$ cat config.mk
export PLATFORM = sky130hd
export DESIGN_NAME = mod_n_serial_tx_flat
export DESIGN_NICKNAME = d
export VERILOG_FILES = /design/src/rtl/mod_n_serial_tx_pkg.sv /design/src/rtl/mod_n_serial_tx_if.sv /design/src/rtl/mod_n_serial_tx_rem_step.sv /design/src/rtl/mod_n_serial_tx.sv /design/src/flat_wrapper.sv
export SDC_FILE = /design/constraint.sdc
export NUM_CORES = 1
export LEC_CHECK = 0
export ABC_AREA = 1
export CAP_MARGIN = 25
export CELL_PAD_IN_SITES_DETAIL_PLACEMENT = 0
export CELL_PAD_IN_SITES_GLOBAL_PLACEMENT = 1
export CORE_ASPECT_RATIO = 0.9
export CORE_UTILIZATION = 37
export DETAILED_ROUTE_END_ITERATION = 10
export GPL_TIMING_DRIVEN = 0
export PLACE_DENSITY_LB_ADDON = 0.25
export RECOVER_POWER = 25
export SETUP_SLACK_MARGIN = 0.3
export SLEW_MARGIN = 20
export SYNTH_ARGS = -nofsm -noshare
export SYNTH_HDL_FRONTEND = slang
export SYNTH_HIERARCHICAL = 1
export SYNTH_SLANG_ARGS = --single-unit
export TNS_END_PERCENT = 5
$ cat constraint.sdc
create_clock -name clk -period 3.3 [get_ports clk]
set_input_delay 0.33 -clock clk [delete_from_list [all_inputs] [get_ports clk]]
set_output_delay 0.33 -clock clk [all_outputs]
set_load 0.02 [all_outputs]
$ cat src/rtl/mod_n_serial_tx_pkg.sv
// Shared types and helpers for the mod-N serial transmitter and its checker
// models.
//   tx_state_e : transmitter FSM state (IDLE / SHIFT)
//   mod_step   : reference remainder update (2*rem + b) mod m, for models
//                and scoreboards
package mod_n_serial_pkg;

  typedef enum logic [0:0] {
    IDLE  = 1'b0,
    SHIFT = 1'b1
  } tx_state_e;

  function automatic int unsigned mod_step(int unsigned rem, logic b, int unsigned m);
    return (2 * rem + {31'd0, b}) % m;
  endfunction

endpackage

$ cat src/rtl/mod_n_serial_tx_if.sv
// Bus bundle for mod_n_serial_tx.
//   master : word source / stream consumer (drives in_valid, in_data)
//   slave  : the transmitter (drives in_ready and the serial stream outputs)
// Signals: in_valid/in_data/in_ready word handshake; data_out, bit_valid,
// word_last serial stream; rem_out/div_flag running stream remainder mod MOD.
interface mod_n_serial_tx_if #(
  parameter int WIDTH = 8,
  parameter int MOD   = 5
);
  localparam int REM_W = $clog2(MOD);

  logic             in_valid;
  logic [WIDTH-1:0] in_data;
  logic             in_ready;
  logic             data_out;
  logic             bit_valid;
  logic             word_last;
  logic [REM_W-1:0] rem_out;
  logic             div_flag;

  modport master (
    output in_valid, in_data,
    input  in_ready, data_out, bit_valid, word_last, rem_out, div_flag
  );

  modport slave (
    input  in_valid, in_data,
    output in_ready, data_out, bit_valid, word_last, rem_out, div_flag
  );
endinterface

$ cat src/rtl/mod_n_serial_tx_rem_step.sv
// mod_n_rem_step: registered running remainder of a bit stream modulo MOD.
// Ports:
//   clk, rst_n : clock, synchronous active-low reset (rem=0, div=1)
//   step_en    : a new stream bit is being registered this edge
//   clr        : treat the previous remainder as 0 (restart at this bit)
//   b          : the stream bit
//   rem_q      : remainder including the most recently registered bit
//   div_q      : rem_q == 0, registered alongside rem_q
module mod_n_rem_step #(
  parameter int MOD = 5,
  localparam int REM_W = $clog2(MOD)
) (
  input  logic             clk,
  input  logic             rst_n,
  input  logic             step_en,
  input  logic             clr,
  input  logic             b,
  output logic [REM_W-1:0] rem_q,
  output logic             div_q
);

  localparam logic [REM_W:0] MOD_W = (REM_W+1)'(MOD);

  logic [REM_W-1:0] base;
  logic [REM_W:0]   sum;
  logic [REM_W:0]   red;
  logic [REM_W-1:0] rem_d;
  logic             div_d;

  // 2*rem+b is at most 2*MOD-1, so one conditional subtract finishes the
  // reduction and the extra top bit holds the intermediate.
  always_comb begin
    base  = clr ? '0 : rem_q;
    sum   = {base, b};
    red   = (sum >= MOD_W) ? (sum - MOD_W) : sum;
    rem_d = rem_q;
    div_d = div_q;
    if (step_en) begin
      rem_d = red[REM_W-1:0];
      div_d = (red == '0);
    end
  end

  always_ff @(posedge clk) begin
    if (!rst_n) begin
      rem_q <= '0;
      div_q <= 1'b1;
    end else begin
      rem_q <= rem_d;
      div_q <= div_d;
    end
  end

endmodule

$ cat src/rtl/mod_n_serial_tx.sv
// mod_n_serial_tx: parallel-to-serial MSB-first transmitter with a running
// stream remainder modulo MOD.
// Ports:
//   clk, rst_n : clock, synchronous active-low reset
//   bus        : mod_n_serial_tx_if.slave (word handshake in, serial stream
//                plus rem_out/div_flag out)
// Build option: define MOD_N_SERIAL_TX_WORD_CLR_EN to restart the remainder
// at every word's MSB (per-word divisibility); otherwise it runs across
// words and only reset clears it.
module mod_n_serial_tx
  import mod_n_serial_pkg::*;
#(
  parameter int WIDTH = 8,
  parameter int MOD   = 5
) (
  input  logic              clk,
  input  logic              rst_n,
  mod_n_serial_tx_if.slave  bus
);

  localparam int REM_W = $clog2(MOD);
  localparam int CNT_W = $clog2(WIDTH);
  localparam logic [CNT_W-1:0] LAST_CNT = CNT_W'(WIDTH - 1);

  tx_state_e        state_q, state_d;
  logic [CNT_W-1:0] cnt_q, cnt_d;
  logic [WIDTH-1:0] shreg_q, shreg_d;

  logic             last;
  logic             ready;
  logic             load;
  logic             step_en;
  logic             clr;
  logic [REM_W-1:0] rem;
  logic             div;

  always_comb begin
    last    = (state_q == SHIFT) && (cnt_q == LAST_CNT);
    ready   = (state_q == IDLE) || last;
    load    = bus.in_valid && ready;
    state_d = state_q;
    cnt_d   = cnt_q;
    shreg_d = shreg_q;
    case (state_q)
      IDLE: begin
        if (load) begin
          state_d = SHIFT;
          cnt_d   = '0;
          shreg_d = bus.in_data;
        end
      end
      SHIFT: begin
        if (!last) begin
          cnt_d   = cnt_q + 1'b1;
          shreg_d = {shreg_q[WIDTH-2:0], 1'b0};
        end else if (load) begin
          // back-to-back word: no bubble after the LSB
          cnt_d   = '0;
          shreg_d = bus.in_data;
        end else begin
          // clearing the shifter keeps data_out at 0 while idle
          state_d = IDLE;
          cnt_d   = '0;
          shreg_d = '0;
        end
      end
      default: begin
        state_d = IDLE;
        cnt_d   = '0;
        shreg_d = '0;
      end
    endcase
    // the remainder advances exactly when a valid bit lands on data_out
    step_en = (state_d == SHIFT);
`ifdef MOD_N_SERIAL_TX_WORD_CLR_EN
    clr     = load;
`else
    clr     = 1'b0;
`endif
  end

  always_ff @(posedge clk) begin
    if (!rst_n) begin
      state_q <= IDLE;
      cnt_q   <= '0;
      shreg_q <= '0;
    end else begin
      state_q <= state_d;
      cnt_q   <= cnt_d;
      shreg_q <= shreg_d;
    end
  end

  mod_n_rem_step #(.MOD(MOD)) u_rem (
    .clk     (clk),
    .rst_n   (rst_n),
    .step_en (step_en),
    .clr     (clr),
    .b       (shreg_d[WIDTH-1]),
    .rem_q   (rem),
    .div_q   (div)
  );

  assign bus.in_ready  = ready;
  assign bus.data_out  = shreg_q[WIDTH-1];
  assign bus.bit_valid = (state_q == SHIFT);
  assign bus.word_last = last;
  assign bus.rem_out   = rem;
  assign bus.div_flag  = div;

endmodule
$ cat src/flat_wrapper.sv
// flat-port wrapper written by rule: the top's interface ports become plain ports
module mod_n_serial_tx_flat import mod_n_serial_pkg::*;
#(
  parameter int WIDTH = 8,
  parameter int MOD   = 5
)
  (clk, rst_n, bus_in_valid, bus_in_data, bus_in_ready, bus_data_out, bus_bit_valid, bus_word_last, bus_rem_out, bus_div_flag);
  mod_n_serial_tx_if #(.WIDTH(WIDTH), .MOD(MOD)) bus_i ();
  input  logic clk;
  input  logic rst_n;
  input wire logic [$bits(bus_i.in_valid)-1:0] bus_in_valid;
  input wire logic [$bits(bus_i.in_data)-1:0] bus_in_data;
  output wire logic [$bits(bus_i.in_ready)-1:0] bus_in_ready;
  output wire logic [$bits(bus_i.data_out)-1:0] bus_data_out;
  output wire logic [$bits(bus_i.bit_valid)-1:0] bus_bit_valid;
  output wire logic [$bits(bus_i.word_last)-1:0] bus_word_last;
  output wire logic [$bits(bus_i.rem_out)-1:0] bus_rem_out;
  output wire logic [$bits(bus_i.div_flag)-1:0] bus_div_flag;
  assign bus_i.in_valid = bus_in_valid;
  assign bus_i.in_data = bus_in_data;
  assign bus_in_ready = bus_i.in_ready;
  assign bus_data_out = bus_i.data_out;
  assign bus_bit_valid = bus_i.bit_valid;
  assign bus_word_last = bus_i.word_last;
  assign bus_rem_out = bus_i.rem_out;
  assign bus_div_flag = bus_i.div_flag;
  mod_n_serial_tx #(.WIDTH(WIDTH), .MOD(MOD)) u_core (.clk(clk), .rst_n(rst_n), .bus(bus_i));
endmodule
[Word-level counts from Yosys, hierarchy flattened]
Index checks and enable logic that the tools add are counted.
Storage, ports and cells
  register bits after elaboration: 16
  latch bits: 0
  RAM bits: 0
  ROM bits: 0
  input port bits: 11
  word-level logic and storage cells: 27
  memories: 0
Operators by class
  $add $sub $neg: 2
  multipliers: 0
  div/mod/pow operators: 0
  magnitude comparators: 1
  eq/ne operators: 2
  shift operators: 0
  muxes and demuxes: 11
  bitwise gates (word level): 1
  reductions and logical operators: 4
Operator list (count)
  $mux 8: 3
  $pmux 8 s2: 1
  $mux 3: 2
  $pmux 3 s2: 1
  $ge 4x3->1 const B: 1
  $logic_not 4->1: 1
  $mux 4: 1
  $sub 4x3->4 const B: 1
  $add 3x1->3 const B: 1
  $eq 3x3->1 const B: 1
  $logic_and 1x1->1: 2
  $mux 1: 2
  $ne 2x1->1 const B: 1
  $pmux 1 s2: 1
  $logic_or 1x1->1: 1
  $not 1->1: 1

[Logic depth before layout (Yosys ltp)]
Gate-level depths: netlist of run 1.
  depth after elaboration: 10
  depth in mapped cells: 19

[Cells and area by module]
Netlist of run 1, hierarchy kept.
By module, submodules not included
  mod_n_serial_tx: times used 1, cells each 74, area each 556.8 um2, sequential area each 240.2 um2
  mod_n_rem_step: times used 1, cells each 51, area each 334.1 um2, sequential area each 80.1 um2

[Worst setup path before layout of run 1]
Ideal clock, no wire load.
  path kind: flip-flop to flip-flop
  from: register u_core.cnt_q[0]
  to: register u_core.u_rem.rem_q[1]
  data arrival time: 2.006 ns
  data required time: 3.191 ns
  slack: 1.185 ns
  stages on the path, launching flop included: 20
  cells stage by stage: dfxtp_1 -> ha_1 -> ha_1 -> inv_1 -> nand2_2 -> nand2_1 -> nand2_1 -> nand2_1 -> nand2_1 -> nand2_1 -> inv_2 -> ha_1 -> nand2_1 -> nand2_2 -> nand2_2 -> nand2_1 -> nand2_1 -> nand2_1 -> nand2_1 -> inv_1
Between the ends
  longest elaborated chain between the ends: 9
  elaborated cells between the ends (all ways): 14
Ends and longest elaborated chain
  start: declaration: RTL line mod_n_serial_tx.sv:26  | logic [CNT_W-1:0] cnt_q, cnt_d;
  start signal: assignment: RTL line mod_n_serial_tx.sv:89  | cnt_q <= cnt_d;
  $eq 3x3->1 (*): RTL line mod_n_serial_tx.sv:38  | last = (state_q == SHIFT) && (cnt_q == LAST_CNT);
  $logic_and 1x1->1 (*): RTL line mod_n_serial_tx.sv:38
  $logic_or 1x1->1 (*): RTL line mod_n_serial_tx.sv:39  | ready = (state_q == IDLE) || last;
  named net bus_in_ready: RTL line flat_wrapper.sv:13  | output wire logic [$bits(bus_i.in_ready)-1:0] bus_in_ready;
  $logic_and 1x1->1 (*): RTL line mod_n_serial_tx.sv:40  | load = bus.in_valid && ready;
  $mux 8: RTL line mod_n_serial_tx.sv:56  | end else if (load) begin
  $mux 8: RTL line mod_n_serial_tx.sv:53  | if (!last) begin
  $pmux 8 s2 (*): RTL line mod_n_serial_tx.sv:44  | case (state_q)
  named net u_core.shreg_d[7]: RTL line mod_n_serial_tx.sv:27  | logic [WIDTH-1:0] shreg_q, shreg_d;
  $sub 4x3->4 or $ge 4x3->1 (tied branches): RTL line mod_n_serial_tx_rem_step.sv:35  | red = (sum >= MOD_W) ? (sum - MOD_W) : sum;
  $mux 4 (*): RTL line mod_n_serial_tx_rem_step.sv:35
  end signal: assignment: RTL line mod_n_serial_tx_rem_step.sv:49  | rem_q <= rem_d;
  end: declaration: RTL line mod_n_serial_tx_rem_step.sv:18  | output logic [REM_W-1:0] rem_q,
The timed path passes the listed nets; every way through them passes the cells marked *. The select of a mux whose other input is x is not followed.
A chain may end at the register's enable or synchronous reset.

[Worst setup path after layout of run 1]
  from: register u_core.cnt_q[0]
  to: register u_core.u_rem.div_q
Between the ends
  longest elaborated chain between the ends: 10
  elaborated cells between the ends (all ways): 15
Ends and longest elaborated chain
  $eq 3x3->1 (*): RTL line mod_n_serial_tx.sv:38
  $logic_and 1x1->1 (*): RTL line mod_n_serial_tx.sv:38
  $logic_or 1x1->1: RTL line mod_n_serial_tx.sv:39
  $logic_and 1x1->1: RTL line mod_n_serial_tx.sv:40
  $mux 8: RTL line mod_n_serial_tx.sv:56
  $mux 8: RTL line mod_n_serial_tx.sv:53
  $pmux 8 s2 (*): RTL line mod_n_serial_tx.sv:44
  named net u_core.shreg_d[7]: RTL line mod_n_serial_tx.sv:27
  $sub 4x3->4 or $ge 4x3->1 (tied branches): RTL line mod_n_serial_tx_rem_step.sv:35
  $mux 4 (*): RTL line mod_n_serial_tx_rem_step.sv:35
  $logic_not 4->1 (*): RTL line mod_n_serial_tx_rem_step.sv:40  | div_d = (red == '0);
  end signal: assignment: RTL line mod_n_serial_tx_rem_step.sv:50  | div_q <= div_d;
  end: declaration: RTL line mod_n_serial_tx_rem_step.sv:19  | output logic div_q
Marked as above.

==> out/metrics.cfg, run 1 <==
[status]
status = completed

[timing]
rsz0062_at_grt = false
setup_ws_ns = 0.788
finalCriticalPeriod_ns = 2.51
fmax_mhz = 398
post-route-period-util_pct = 76.1
setup_viol = 0
timing.final.hold_violations = 0
slew_viol_final = 0
relSlewSlack_pct = 55.1
tightest_slew_ns = 0.671
clock-skew-final_ns = 0.000888
holdWs_ns = 0.483
setup_tns_ns = 0

[synthesis]
synth_flop_cell = dfxtp_1
yosysMostFrequentCell = nand2_1
synthArstFlopShare_pct = 0
synth_area_um2 = 891
ys_ff_latch = 16
netlist_instances = 125
synth-edff-count = 0
synthTopCellsByCount = 38 x nand2_1, 16 x dfxtp_1, 13 x inv_1, 10 x nand3_1
ys_top_cells_by_area = dfxtp_1 36%, nand2_1 16%, ha_1 5.6%
syn_area_per_cell_um2 = 7.13
synth_top_cell_by_area = dfxtp_1
yosys_warnings = 6
synth_cell_type_count = 21
ys_seq_area_share_pct = 36.0
netlist.area_leader.share_pct = 36.0

[finish]
layout.cells.non_filler = 174
synthToLayoutAreaGrowth_pct = 25.4
multi_input_area_um2 = 477
n_antenna_cell = 0
fin_util_pct = 50.3
seq_area_um2 = 320
fillers = 231
drive_above_1_share_pct = 14.3
fin_area_um2 = 1120
nNetsFinal = 164

[floorplan]
fp.dieW_um = 53.7
die-area_um2 = 2610
core_area_um2 = 2220
initial_utilization_pct = 40.1
die_h_um = 48.6
rows = 16
io_pins = 19

[place]
postPlaceCellArea_um2 = 1110
hpwl_mm = 1.37
pre_cts_ws_ns = 1.07
dp_cells = 171
portBuffers = 18
gp_congestion = 0.828

[detailed_routing]
vias = 816
wl_mm = 1.79
drc = 0
routed_via_density = 4.69
routedWlPerCell_um = 10.3
antenna_left = 0
drt_iter0_markers = 29
firstDrtPassIters = 6

[global_routing]
grt_pass1_vias = 716
antenna_found_initial = 0
overflow = 0
grt-busiest-layer = met1
globalRouteTotalUtil_pct = 15.4
use_met3_pct = 3.14
grt_use_met2_pct = 19.5
grt_pass1_wl_mm = 3.06
grtUsageMet1_pct = 25.2
grt_max_degree = 11

[flow_run]
maxCapViolCount = 0

[pwr]
p_comb_share_pct = 26.1
switchingPower_mw = 0.131
p_total_mw = 0.430
p_leak_nw = 0.517
sequentialPowerShare_pct = 50.4
peakVddDrop_uv = 229
sw_frac_of_total_pct = 30.6
power.density_nw_per_um2 = 385
p_clk_share_pct = 23.4
p_int_mw = 0.298

[setup_path]
critPathKind = reg -> reg
cp-end-kind = flop
path_cells = ha_1, ha_1, nor2_1, nand2_2, nand2_1, inv_2, nand2_1, inv_2, ha_1, nand2_1, nand2_2, nand2_2, nand2_1, nand2_1, nand2_1, o21bai_2
setup.worst_path.start_class = flop
cp.arrival_ns = 2.73
crit_top_cell = nand2_1
critPathSlowestCell = nor2_1
slowest_delay_ns = 0.54
critical_path_required_ns = 3.52
critPathMaxFanout = 10

[clock_network]
clock-sinks = 16
clk_pin_slew_ns = 0.09
cts_root_buf = clkbuf_4
postCtsSetupBuffers = 0
clockBufferDepth = 2
htree_num_levels = 1
cts_hold_buf = 0
cts.repair.resized = 0
clkLatencyLatePin_ns = 0.28
cts_buffers = 3
cts_tree = built

[worst_hold_path]
hold_path_class = reg -> reg

==> per-layer routing <==
layer | share of wire, % | wire length, um
met1 | 56 | 1010
met2 | 39 | 700
met3 | 4.6 | 82
met4 | 0 | 0
met5 | 0 | 0
==> power by group through the flow <==
stage / registers (mW) / logic (mW) / clock network [mW]
after CTS: 0.217 / 0.114 / 0.107
after global placement: 0.221 / 0.113 / 0
after floorplan: 0.228 / 0.0651 / 0
after global routing: 0.219 / 0.126 / 0.113
after detailed placement: 0.221 / 0.113 / 0
final: 0.217 / 0.112 / 0.101
==> state kept, by name, summed over array words and instances, names as in the netlist <==
| name | count |
|---|---|
| u_core/bus.bit_valid | 1 |
| u_core/shreg_q | 8 |
| u_core/u_rem/rem_q | 3 |
| u_core/cnt_q | 3 |
| u_core/u_rem/div_q | 1 |
==> final timing paths <==
check,slack [ns],cells past startpoint,endpoint,from
min,0.48,2,u_core/shreg_q[3]$_SDFFE_PN0P_,u_core/shreg_q[2]$_SDFFE_PN0P_
min reg2reg,0.48,2,u_core/shreg_q[3]$_SDFFE_PN0P_,u_core/shreg_q[2]$_SDFFE_PN0P_
max,0.79,16,u_core/u_rem/div_q$_SDFFE_PN1P_,u_core/cnt_q[0]$_SDFFE_PN0P_
max reg2reg,0.79,16,u_core/u_rem/div_q$_SDFFE_PN1P_,u_core/cnt_q[0]$_SDFFE_PN0P_
==> layout by cell type, fill, tap and decap left out, drive strengths merged <==
| cell type | netlist | final |
|---|---|---|
| ha | 4 | 4 |
| clkinvlp | 0 | 1 |
| o21bai | 1 | 1 |
| inv | 18 | 18 |
| buf | 1 | 1 |
| o21ai | 7 | 7 |
| dfxtp | 16 | 16 |
| nand4 | 1 | 1 |
| clkbuf | 0 | 3 |
| conb | 1 | 2 |
| a211oi | 1 | 1 |
| a31oi | 6 | 6 |
| clkdlybuf4s50 | 0 | 18 |
| nor2 | 4 | 4 |
| nand2 | 45 | 45 |
| a21oi | 8 | 8 |
| nand3 | 11 | 11 |
==> critical path, delay by kind of cell (launching register included) <==
| kind | cells | cell delay, ns |
|---|---|---|
| flops | 1 | 0.34 |
| buf+inv | 2 | 0.10 |
| compound gates | 1 | 0.11 |
| fa+ha+maj | 3 | 0.64 |
| simple gates | 10 | 1.25 |
==> kinds of logic after synthesis <==
logic type / count (synthesis) / synth area share (%)
compound gates: 23 / 15.2
fa+ha+maj: 4 / 5.62
buf+inv: 20 / 9.41
flops: 16 / 36.0
other cells: 1 / 0.421
simple gates: 61 / 33.4
==> layout make-up <==
class	instances	area share, %
multi-input combinational	90	42.7
sequential	16	28.7
timing repair buffer	18	16.1
inverter	19	6.49
tap	27	3.02
clock buffer	3	2.02
buffer	1	1.01
(Power assumes the default switching activity.)
==> inputs of run 2 (changes only) <==
--- a/config.mk
+++ b/config.mk
@@ -10,7 +10,7 @@
 export CELL_PAD_IN_SITES_DETAIL_PLACEMENT = 0
 export CELL_PAD_IN_SITES_GLOBAL_PLACEMENT = 1
 export CORE_ASPECT_RATIO = 0.9
-export CORE_UTILIZATION = 37
+export CORE_UTILIZATION = 31
 export DETAILED_ROUTE_END_ITERATION = 10
 export GPL_TIMING_DRIVEN = 0
 export PLACE_DENSITY_LB_ADDON = 0.25
==> constraint.sdc (replaced) <==
create_clock -name clk -period 2.25 [get_ports clk]
set_input_delay 0.225 -clock clk [delete_from_list [all_inputs] [get_ports clk]]
set_output_delay 0.225 -clock clk [all_outputs]
set_load 0.02 [all_outputs]
==> run 2 against run 1 <==
Effect of this change:
- die area up 19%
- clock-buffer cell count increased by 1
- sequential power grew 47%
- setup slack got worse by 0.56 ns
- final cell count grew 13%
- clock power up 90%
- maximum frequency rose by 24%
- largest power group unchanged
==> out/metrics.cfg, run 2 (same netlist as run 1, synthesis figures left out) <==
[status]
status = completed

[global_routing]
grt_pass1_wl_mm = 3.59
grt_max_degree = 11
antenna_found_initial = 0
overflow = 0
globalRouteTotalUtil_pct = 15.5
grt_pass1_vias = 820

[timing]
slew_viol_final = 0
setup_tns_ns = 0
clock-skew-final_ns = 0.0114
setup_ws_ns = 0.225
setup_viol = 0
finalCriticalPeriod_ns = 2.03
rsz0062_at_grt = true
fmax_mhz = 494
post-route-period-util_pct = 90.0
timing.final.hold_violations = 0

[finish]
final_common_cell = nand2_1
top_register = u_core/shreg_q
n_antenna_cell = 0
layout_common_cells = 27 x nand2_1, 17 x clkdlybuf4s50_1, 16 x dfxtp_1
largest_reg_flops = 8
drive_above_1_share_pct = 33.1
fin_util_pct = 48.8
fillers = 309
fin_area_um2 = 1340
synthToLayoutAreaGrowth_pct = 50.6
nNetsFinal = 173
top_regs = u_core/shreg_q: 8 flops, u_core/cnt_q: 3 flops, u_core/u_rem/rem_q: 3 flops

[pwr]
p_int_mw = 0.501
switchingPower_mw = 0.224
p_total_mw = 0.725
sequentialPowerShare_pct = 44.1
p_leak_nw = 0.585
power.density_nw_per_um2 = 540
peakVddDrop_uv = 291
p_comb_share_pct = 29.4
p_clk_share_pct = 26.5
sw_frac_of_total_pct = 30.9

[detailed_routing]
drc = 0
drt_iter0_markers = 20
vias = 884
wl_mm = 2.16
routed_via_density = 4.49
firstDrtPassIters = 4
routedWlPerCell_um = 11.0
antenna_left = 0

[setup_path]
setup.worst_path.start_class = flop
critPathKind = reg -> reg
critical_path_required_ns = 2.45
cp-end-kind = flop
cp.arrival_ns = 2.23
critPathMaxFanout = 4

[place]
portBuffers = 18
gp_congestion = 0.862
pre_cts_ws_ns = 0.198
postPlaceCellArea_um2 = 1150
hpwl_mm = 1.42

[clock_network]
clock-sinks = 16
cts_tree = built
cts_hold_buf = 0
htree_num_levels = 1
clkLatencyLatePin_ns = 0.29
cts_root_buf = clkbuf_4
clockBufferDepth = 2
cts_buffers = 3
clk_pin_slew_ns = 0.10

[floorplan]
initial_utilization_pct = 32.4
fp.dieW_um = 58.5
die-area_um2 = 3090
die_h_um = 52.9
rows = 18
io_pins = 19
core_area_um2 = 2750

[worst_hold_path]
hold_path_class = reg -> reg

[flow_run]
maxCapViolCount = 0

[run 2: per-stage QoR]
step | cells | hold WS, ns
floorplan | 126 | 0.363
global placement | 184 | 0.455
detailed placement | 184 | 0.469
CTS | 191 | 0.484
global route | 197 | 0.498
finish | 197 | 0.483
[run 2: critical path, stage by stage (launching register included)]
cell,delay [ns]
dfxtp_1,0.35
ha_1,0.24
ha_4,0.19
buf_6,0.11
nor2_4,0.11
nand2_2,0.05
nand2_2,0.06
inv_2,0.05
nand2_4,0.09
inv_4,0.05
ha_4,0.17
nand2_4,0.06
nand2_4,0.06
nand2_4,0.07
nand2_2,0.05
nand2_2,0.06
nand2_1,0.05
nand2_1,0.07
inv_1,0.04
[run 2: power groups by stage]
stage	Combinational (mW)	Sequential, mW	Clock (mW)
2_1_floorplan	0.0980	0.335	0
3_3_place_gp	0.169	0.325	0
3_5_place_dp	0.169	0.325	0
4_1_cts	0.183	0.320	0.200
5_1_grt	0.236	0.323	0.217
6_report	0.213	0.319	0.192
[run 2: repair_timing]
item / in CTS / in global routing
gates resized for setup: 6 / 21
pin swaps: 4 / 10
setup buffers: 3 / 6
setup endpoints to repair: 6 / 6
hold endpoints to repair: 0 / 0
[run 2: path summary, 6_finish.rpt]
check	from	end	slack [ns]	cells after the start
max	u_core/cnt_q[1]$_SDFFE_PN0P_	u_core/u_rem/rem_q[1]$_SDFFE_PN0P_	0.22	18
min	u_core/shreg_q[4]$_SDFFE_PN0P_	u_core/shreg_q[5]$_SDFFE_PN0P_	0.48	2
max reg2reg	u_core/cnt_q[1]$_SDFFE_PN0P_	u_core/u_rem/rem_q[1]$_SDFFE_PN0P_	0.22	18
min reg2reg	u_core/shreg_q[4]$_SDFFE_PN0P_	u_core/shreg_q[5]$_SDFFE_PN0P_	0.48	2
[run 2: final cells by class]
type / instances / area (um2) / share of cell area, %
clock buffer: 4 / 36.3 / 2.71
sequential: 16 / 320 / 23.9
inverter: 19 / 75.1 / 5.60
timing repair buffer: 27 / 248 / 18.5
buffer: 1 / 11.3 / 0.840
tap: 40 / 50.0 / 3.73
multi-input combinational: 90 / 601 / 44.8
[run 2: per-layer routing]
layer | track usage [%] | part of all wire (%) | up-vias
met5 | 0 | 0 | -
met4 | 3.57 | 0.42 | 0
met3 | 3.67 | 3.4 | 2
met2 | 26.8 | 46 | 18
met1 | 19.4 | 50 | 401
li1 | - | - | 463
==> inputs of run 3 (changes only) <==
--- a/config.mk
+++ b/config.mk
@@ -6,7 +6,6 @@
 export NUM_CORES = 1
 export LEC_CHECK = 0
 export ABC_AREA = 1
-export CAP_MARGIN = 25
 export CELL_PAD_IN_SITES_DETAIL_PLACEMENT = 0
 export CELL_PAD_IN_SITES_GLOBAL_PLACEMENT = 1
 export CORE_ASPECT_RATIO = 0.9
==> results of run 3 <==
Final layout, timing and power as in run 2 (identical DEF).
